[config.mk]
export PLATFORM = sky130hd
export DESIGN_NAME = pcm_to_i2s
export DESIGN_NICKNAME = d
export VERILOG_FILES = /design/src/rtl/i2s_pkg.sv /design/src/rtl/i2s_frame_timer.sv /design/src/rtl/pcm_to_i2s.sv
export SDC_FILE = /design/constraint.sdc
export NUM_CORES = 1
export LEC_CHECK = 0
export ABC_CLOCK_PERIOD_IN_PS = 6000
export CAP_MARGIN = 10
export CORE_AREA = 2 2 55 70
export CTS_BUF_LIST = sky130_fd_sc_hd__clkbuf_2 sky130_fd_sc_hd__clkbuf_4 sky130_fd_sc_hd__clkbuf_8
export DETAILED_ROUTE_END_ITERATION = 10
export DIE_AREA = 0 0 57 72
export HOLD_SLACK_MARGIN = 0.05
export PLACE_DENSITY = 0.72
export RECOVER_POWER = 50
export SKIP_LAST_GASP = 1
export SYNTH_ARGS = -nofsm -noshare
export SYNTH_HDL_FRONTEND = slang
export SYNTH_SLANG_ARGS = --single-unit
export TNS_END_PERCENT = 20
[constraint.sdc]
create_clock -name clk -period 6 [get_ports clk]
set_input_delay 0.6 -clock clk [delete_from_list [all_inputs] [get_ports clk]]
set_output_delay 0.6 -clock clk [all_outputs]
set_load 0.01 [all_outputs]
[src/rtl/i2s_pkg.sv]
// Shared I2S definitions used by both the transmitter (pcm_to_i2s) and the receiver.
// Holds the default geometry, the word-select encoding and the frame-index width helper.
package i2s_pkg;

  localparam int DEFAULT_NUMBER_OF_BITS = 8;
  localparam int DEFAULT_SLOT_BITS      = 32;

  localparam logic WS_LEFT  = 1'b0;
  localparam logic WS_RIGHT = 1'b1;

  // Width of a counter that spans one full frame of 2*slot_bits bit clocks.
  function automatic int frame_idx_width(input int slot_bits);
    return $clog2(2 * slot_bits);
  endfunction

endpackage

[src/rtl/i2s_frame_timer.sv]
// Free-running frame counter for the I2S master: owns the frame index, word select,
// the frame_start marker and the strobe that loads a new active pair at the end of F=0.
module i2s_frame_timer
  import i2s_pkg::*;
#(
  parameter int SLOT_BITS = DEFAULT_SLOT_BITS,
  parameter int FW        = frame_idx_width(SLOT_BITS)
) (
  input  logic          clk,
  input  logic          reset,
  output logic [FW-1:0] frame_idx,
  output logic          ws,
  output logic          frame_start,
  output logic          load
);

  localparam logic [FW-1:0] LAST_IDX  = FW'(2 * SLOT_BITS - 1);
  localparam logic [FW-1:0] RIGHT_IDX = FW'(SLOT_BITS);

  logic [FW-1:0] f_q;
  logic [FW-1:0] f_d;

  always_comb begin
    f_d = f_q + FW'(1);
    if (f_q == LAST_IDX) begin
      f_d = '0;
    end
  end

  always_ff @(posedge clk) begin
    if (reset) begin
      f_q <= '0;
    end else begin
      f_q <= f_d;
    end
  end

  assign frame_idx = f_q;
  assign ws        = (f_q >= RIGHT_IDX) ? WS_RIGHT : WS_LEFT;

  // F=0 is only a real frame start once reset has been released.
  assign frame_start = (f_q == '0) && !reset;
  assign load        = frame_start;

endmodule

[src/rtl/pcm_to_i2s.sv]
// I2S master transmitter: takes stereo PCM pairs over valid/ready and shifts them out
// MSB first, one bit clock after each WS edge, zero-padded to the slot width.
module pcm_to_i2s
  import i2s_pkg::*;
#(
  parameter int NUMBER_OF_BITS = DEFAULT_NUMBER_OF_BITS,
  parameter int SLOT_BITS      = DEFAULT_SLOT_BITS
) (
  input  logic                      clk,
  input  logic                      reset,
  input  logic [NUMBER_OF_BITS-1:0] sample_left,
  input  logic [NUMBER_OF_BITS-1:0] sample_right,
  input  logic                      sample_valid,
  output logic                      sample_ready,
  output logic                      ws,
  output logic                      sd,
  output logic                      frame_start,
  output logic                      underrun
);

  localparam int W  = NUMBER_OF_BITS;
  localparam int FW = frame_idx_width(SLOT_BITS);
  localparam int IW = (W > 1) ? $clog2(W) : 1;

  generate
    if (SLOT_BITS < NUMBER_OF_BITS + 1) begin : g_bad_slot
      $error("pcm_to_i2s: SLOT_BITS must be at least NUMBER_OF_BITS+1");
    end
  endgenerate

  logic [FW-1:0] frame_idx;
  logic          load;

  i2s_frame_timer #(
    .SLOT_BITS (SLOT_BITS),
    .FW        (FW)
  ) u_timer (
    .clk         (clk),
    .reset       (reset),
    .frame_idx   (frame_idx),
    .ws          (ws),
    .frame_start (frame_start),
    .load        (load)
  );

  logic         full_q,     full_d;
  logic [W-1:0] hold_l_q,   hold_l_d;
  logic [W-1:0] hold_r_q,   hold_r_d;
  logic [W-1:0] act_l_q,    act_l_d;
  logic [W-1:0] act_r_q,    act_r_d;
  logic         underrun_q, underrun_d;
  logic         accept;

  // Handshake: a pair transfers on a rising edge where sample_valid && sample_ready.
  // Ready is low while the holding register is full or reset is asserted; inputs are
  // ignored then and the held pair is never overwritten.
  assign sample_ready = !full_q && !reset;
  assign accept       = sample_valid && sample_ready;

  always_comb begin
    full_d     = full_q;
    hold_l_d   = hold_l_q;
    hold_r_d   = hold_r_q;
    act_l_d    = act_l_q;
    act_r_d    = act_r_q;
    underrun_d = 1'b0;
    if (load) begin
      if (full_q) begin
        act_l_d = hold_l_q;
        act_r_d = hold_r_q;
        full_d  = 1'b0;
      end else begin
        act_l_d    = '0;
        act_r_d    = '0;
        underrun_d = 1'b1;
      end
    end
    // Accept only happens when full_q is clear, so it never races the load above.
    if (accept) begin
      hold_l_d = sample_left;
      hold_r_d = sample_right;
      full_d   = 1'b1;
    end
  end

  always_ff @(posedge clk) begin
    if (reset) begin
      full_q     <= 1'b0;
      hold_l_q   <= '0;
      hold_r_q   <= '0;
      act_l_q    <= '0;
      act_r_q    <= '0;
      underrun_q <= 1'b0;
    end else begin
      full_q     <= full_d;
      hold_l_q   <= hold_l_d;
      hold_r_q   <= hold_r_d;
      act_l_q    <= act_l_d;
      act_r_q    <= act_r_d;
      underrun_q <= underrun_d;
    end
  end

  assign underrun = underrun_q;

  int           f_int;
  logic         in_left;
  logic         in_right;
  logic [IW-1:0] bit_idx;
  logic         sd_bit;

  // Data window starts one bit clock after each WS edge; everything else pads with zero.
  always_comb begin
    f_int    = int'(frame_idx);
    in_left  = (f_int >= 1) && (f_int <= W);
    in_right = (f_int >= SLOT_BITS + 1) && (f_int <= SLOT_BITS + W);
    bit_idx  = '0;
    sd_bit   = 1'b0;
    if (in_left) begin
      bit_idx = IW'(W - f_int);
      sd_bit  = act_l_q[bit_idx];
    end else if (in_right) begin
      bit_idx = IW'(SLOT_BITS + W - f_int);
      sd_bit  = act_r_q[bit_idx];
    end
  end

  assign sd = sd_bit;

endmodule
==> summary.md <==
| Metric | Value |
|---|---|
| Status | `finished, violations left` |
| Failing checks | `max-capacitance violations, max-slew violations` |
| First-pass GRT wire length | `4.97 mm` |
| Setup CP Type | `reg2out` |
| Total Wirelength | `2.86 mm` |
| Initial DRC count | `33` |
| DR top layer | `met4` |
| Post-Syn Area per Cell | `between 10 and 15 µm²` |
| Syn. warnings | `0` |
| Nets | `~200` |
| Post-CTS Setup Inserts | `0` |
| Wirelength per Cell | `approximately 13 µm` |
| Largest driver fanout on the critical path | `10` |
| Met1 wire length | `~1.3 mm` |
| Seq. cell area | `roughly 800 µm²` |
| RSZ-0062 raised after global routing | `false` |
| Clk_skew | `around 0.0012 ns` |
| Leakage power | `approximately 0.72 nW` |
| Starting Density | `0.484` |
| Slowest stage delay, CP | `between 0.5 and 0.6 ns` |
| Synth Cell Area | `1660 µm²` |
| GR Overflow Total | `0` |
| Reg-to-reg slack, setup | `roughly 3 ns` |
| Register area share after synthesis | `0.483` |
| Sink Count | `40` |
| Type of origin of the critical path | `flop` |
| Die width | `between 50 and 60 µm` |
| Clk Latency, worst-skew pair | `0.28 ns` |
| Max VDD drop | `between 200 and 300 µV` |
| Final period utilization | `0.570` |
| Root buffer cell | `clkbuf_8` |
| Total of max-cap violations | `1` |
| Vias in the first global route | `between 1000 and 1500` |
| Worst setup EP type | `output pin` |
| Synthesis-to-finish area growth | `15.6%` |
| Inserted Clock Buffers | `5` |
| Post-Syn Instances | `between 150 and 200` |
| Most frequent CP cell | `o22ai_1` |
| # fillers | `approximately 320` |
| CTS-repair resized insts | `0` |
| Maximum number of pins on one net before global-route repair | `34` |
| Antenna fix cells | `0` |
| DR WL met3 | `94 µm` |
| DR DRC count | `0` |
| CTS tree | `built` |
| Layout cells sized above 1 | `0.116` |
| Full die area | `roughly 4000 µm²` |
| HPWL after detailed placement | `2.15 mm` |
| Antenna violations before repair | `0` |
| Multi-input gate area | `754 µm²` |
| Number of distinct library cells after synthesis | `31` |
| Ports | `24` |
| Fmax | `approximately 0.3 GHz` |
| Critical path data required time | `5.40 ns` |
| Antenna viol nets, final | `0` |
| Hold_buf cts | `0` |
| Relative slew margins | `-0.109` |
| Synthesized Nets | `approximately 190` |
| First-pass detailed-route iteration total | `4` |
| Final setup TNS | `0 ns` |
| Hold/Removal Path Class | `reg2reg` |
| H-tree levels | `2` |
| Fin area | `between 1500 and 2000 µm²` |
| Slew at the pin with the worst max-slew slack | `1.66 ns` |
| Clock period minus worst slack | `around 3.4 ns` |
| #FFs+latches synth | `40` |
| Vias per cell | `5.37` |
| CORE AREA | `around 3400 µm²` |
| Placer Congestion | `approximately 0.87` |
| Max Slew Vio Count | `17` |
| Delay-heaviest family, CP | `buffers and inverters` |
| Final Hold Viols | `0` |
| Global router's overall resource usage | `0.153` |
| Port-buffer cells | `23` |
| Final setup violation count | `0` |
| Buffers plus inverters on the worst setup path | `2` |
| Arrival time at the worst endpoint | `approximately 2.8 ns` |
| Die Ht | `72 µm` |
| Routed wl met2 | `1.44 mm` |
| CP cell instances | `inv_1, ha_1, xor2_1, mux4_2, o22ai_1, o22ai_1, clkdlybuf4s50_1` |
| Design Power | `509 µW` |
| Pwr Density | `roughly 270 nW/µm²` |
| Clk buf depth | `2` |
| Worst path slowest cell | `mux4_2` |
| Via count | `around 1200` |
| Cell Area, Placed | `between 1500 and 2000 µm²` |
| Num rows | `24` |
| Clk pin slew, worst setup/hold paths | `roughly 0.070 ns` |
## cell families (layout without fill, tap and decap cells)
group,after synthesis,after routing,share of synthesized area
xor+xnor,5,5,0.0264
simple gates,53,53,0.179
compound gates,43,43,0.182
buf+inv,15,31,0.0521
fa+ha+maj,3,3,0.0227
mux,6,6,0.0544
flops,40,40,0.483
## cells in the mapped netlist
| cell type | count | share of area |
|---|---|---|
| inv_1 | 3 | 0.0068 |
| nor4b_1 | 2 | 0.011 |
| and3_2 | 1 | 0.0045 |
| or3_1 | 1 | 0.0038 |
| nor3b_4 | 1 | 0.011 |
| nand3_1 | 1 | 0.0030 |
| a2111oi_0 | 1 | 0.0053 |
| clkbuf_1 | 8 | 0.018 |
| mux4_2 | 2 | 0.027 |
| a21o_1 | 1 | 0.0045 |
| dfxtp_1 | 40 | 0.48 |
| a22o_1 | 10 | 0.053 |
| o22ai_1 | 3 | 0.011 |
| a31o_2 | 1 | 0.0053 |
| buf_6 | 4 | 0.027 |
| nand2b_1 | 16 | 0.060 |
| o31a_2 | 1 | 0.0060 |
| xnor2_1 | 3 | 0.016 |
| mux2_2 | 4 | 0.027 |
| ha_1 | 3 | 0.023 |
| a22o_2 | 6 | 0.036 |
| nor2_1 | 7 | 0.016 |
| nand2b_4 | 1 | 0.0083 |
| xor2_1 | 2 | 0.011 |
| and2b_1 | 1 | 0.0045 |
| nand2_1 | 19 | 0.043 |
| nor3_1 | 1 | 0.0030 |
| o21ai_0 | 19 | 0.057 |
| and2_1 | 1 | 0.0038 |
| or4_4 | 1 | 0.0068 |
| a21oi_1 | 1 | 0.0030 |
## report_power, final
part,switching [mW],internal (mW)
Clock,0.0776,0.0748
Combinational,0.0314,0.0358
Sequential,0.00958,0.280
Total,0.119,0.390
## layout make-up
type	instances	area share
Clock buffer	5	0.0359
Timing Repair Buffer	23	0.120
Tap cell	39	0.0255
Multi-Input combinational cell	110	0.394
Inverter	3	0.00588
Sequential cell	40	0.418
## metrics by stage
stage | setup WS, ns | instances | utilization | hold WS (ns)
after floorplan | 3.39 | 165 | - | 0.437
after global placement | 2.97 | 215 | 0.543 | 0.454
after detailed placement | 2.88 | 215 | 0.543 | 0.458
after CTS | 2.58 | 220 | 0.564 | 0.476
after global routing | 2.45 | 220 | 0.559 | 0.506
final | 2.58 | 220 | 0.559 | 0.476
## registers in the layout, summed over array words and instances, names as in the netlist
signal and flops:
act_l_q 8, underrun 1, u_timer.frame_idx 6, full_q 1, hold_l_q 8, act_r_q 8, hold_r_q 8
## worst min-delay path, stage by stage, from the launching register on
cell and delay, ns:
dfxtp_1 0.31, nand2b_1 0.06, o21ai_0 0.06
## cell usage in the layout, fill, tap and decap left out
master | Yosys | final
nor2_1 | 7 | 7
clkbuf_8 | 0 | 5
mux2_2 | 4 | 4
mux4_2 | 2 | 2
a31o_2 | 1 | 1
nand2_1 | 19 | 19
nor4b_1 | 2 | 2
nand2b_4 | 1 | 1
nor3b_1 | 0 | 1
inv_1 | 3 | 3
nor3_1 | 1 | 1
and2_1 | 1 | 1
a22o_1 | 10 | 10
xnor2_1 | 3 | 3
o22ai_1 | 3 | 3
dfxtp_1 | 40 | 40
a21o_1 | 1 | 1
dlygate4sd3_1 | 0 | 3
or4_1 | 0 | 1
xor2_1 | 2 | 2
a21oi_1 | 1 | 1
and3_2 | 1 | 1
nand3_1 | 1 | 1
o21ai_0 | 19 | 19
a2111oi_0 | 1 | 1
or3_1 | 1 | 1
ha_1 | 3 | 3
o31a_2 | 1 | 1
clkdlybuf4s50_1 | 0 | 20
nand2b_1 | 16 | 16
and2b_1 | 1 | 1
a22o_2 | 6 | 6
## worst paths after layout
| kind | from | endpoint | cells after the start |
|---|---|---|---|
| worst max-delay path | u_timer.frame_idx[0] | sd | 7 |
| worst min-delay path | hold_l_q[0] | hold_l_q[0] | 2 |
| worst max register to register | u_timer.frame_idx[0] | act_r_q[0] | 6 |
| worst min register to register | hold_l_q[0] | hold_l_q[0] | 2 |
## metal layers
metal / GRT usage / up-vias
met3: 0.0339 / 6
li1: - / 607
met5: 0 / -
met4: 0.0594 / 0
met2: 0.262 / 18
met1: 0.186 / 550
Note: power is estimated with default switching activity, not from simulation.
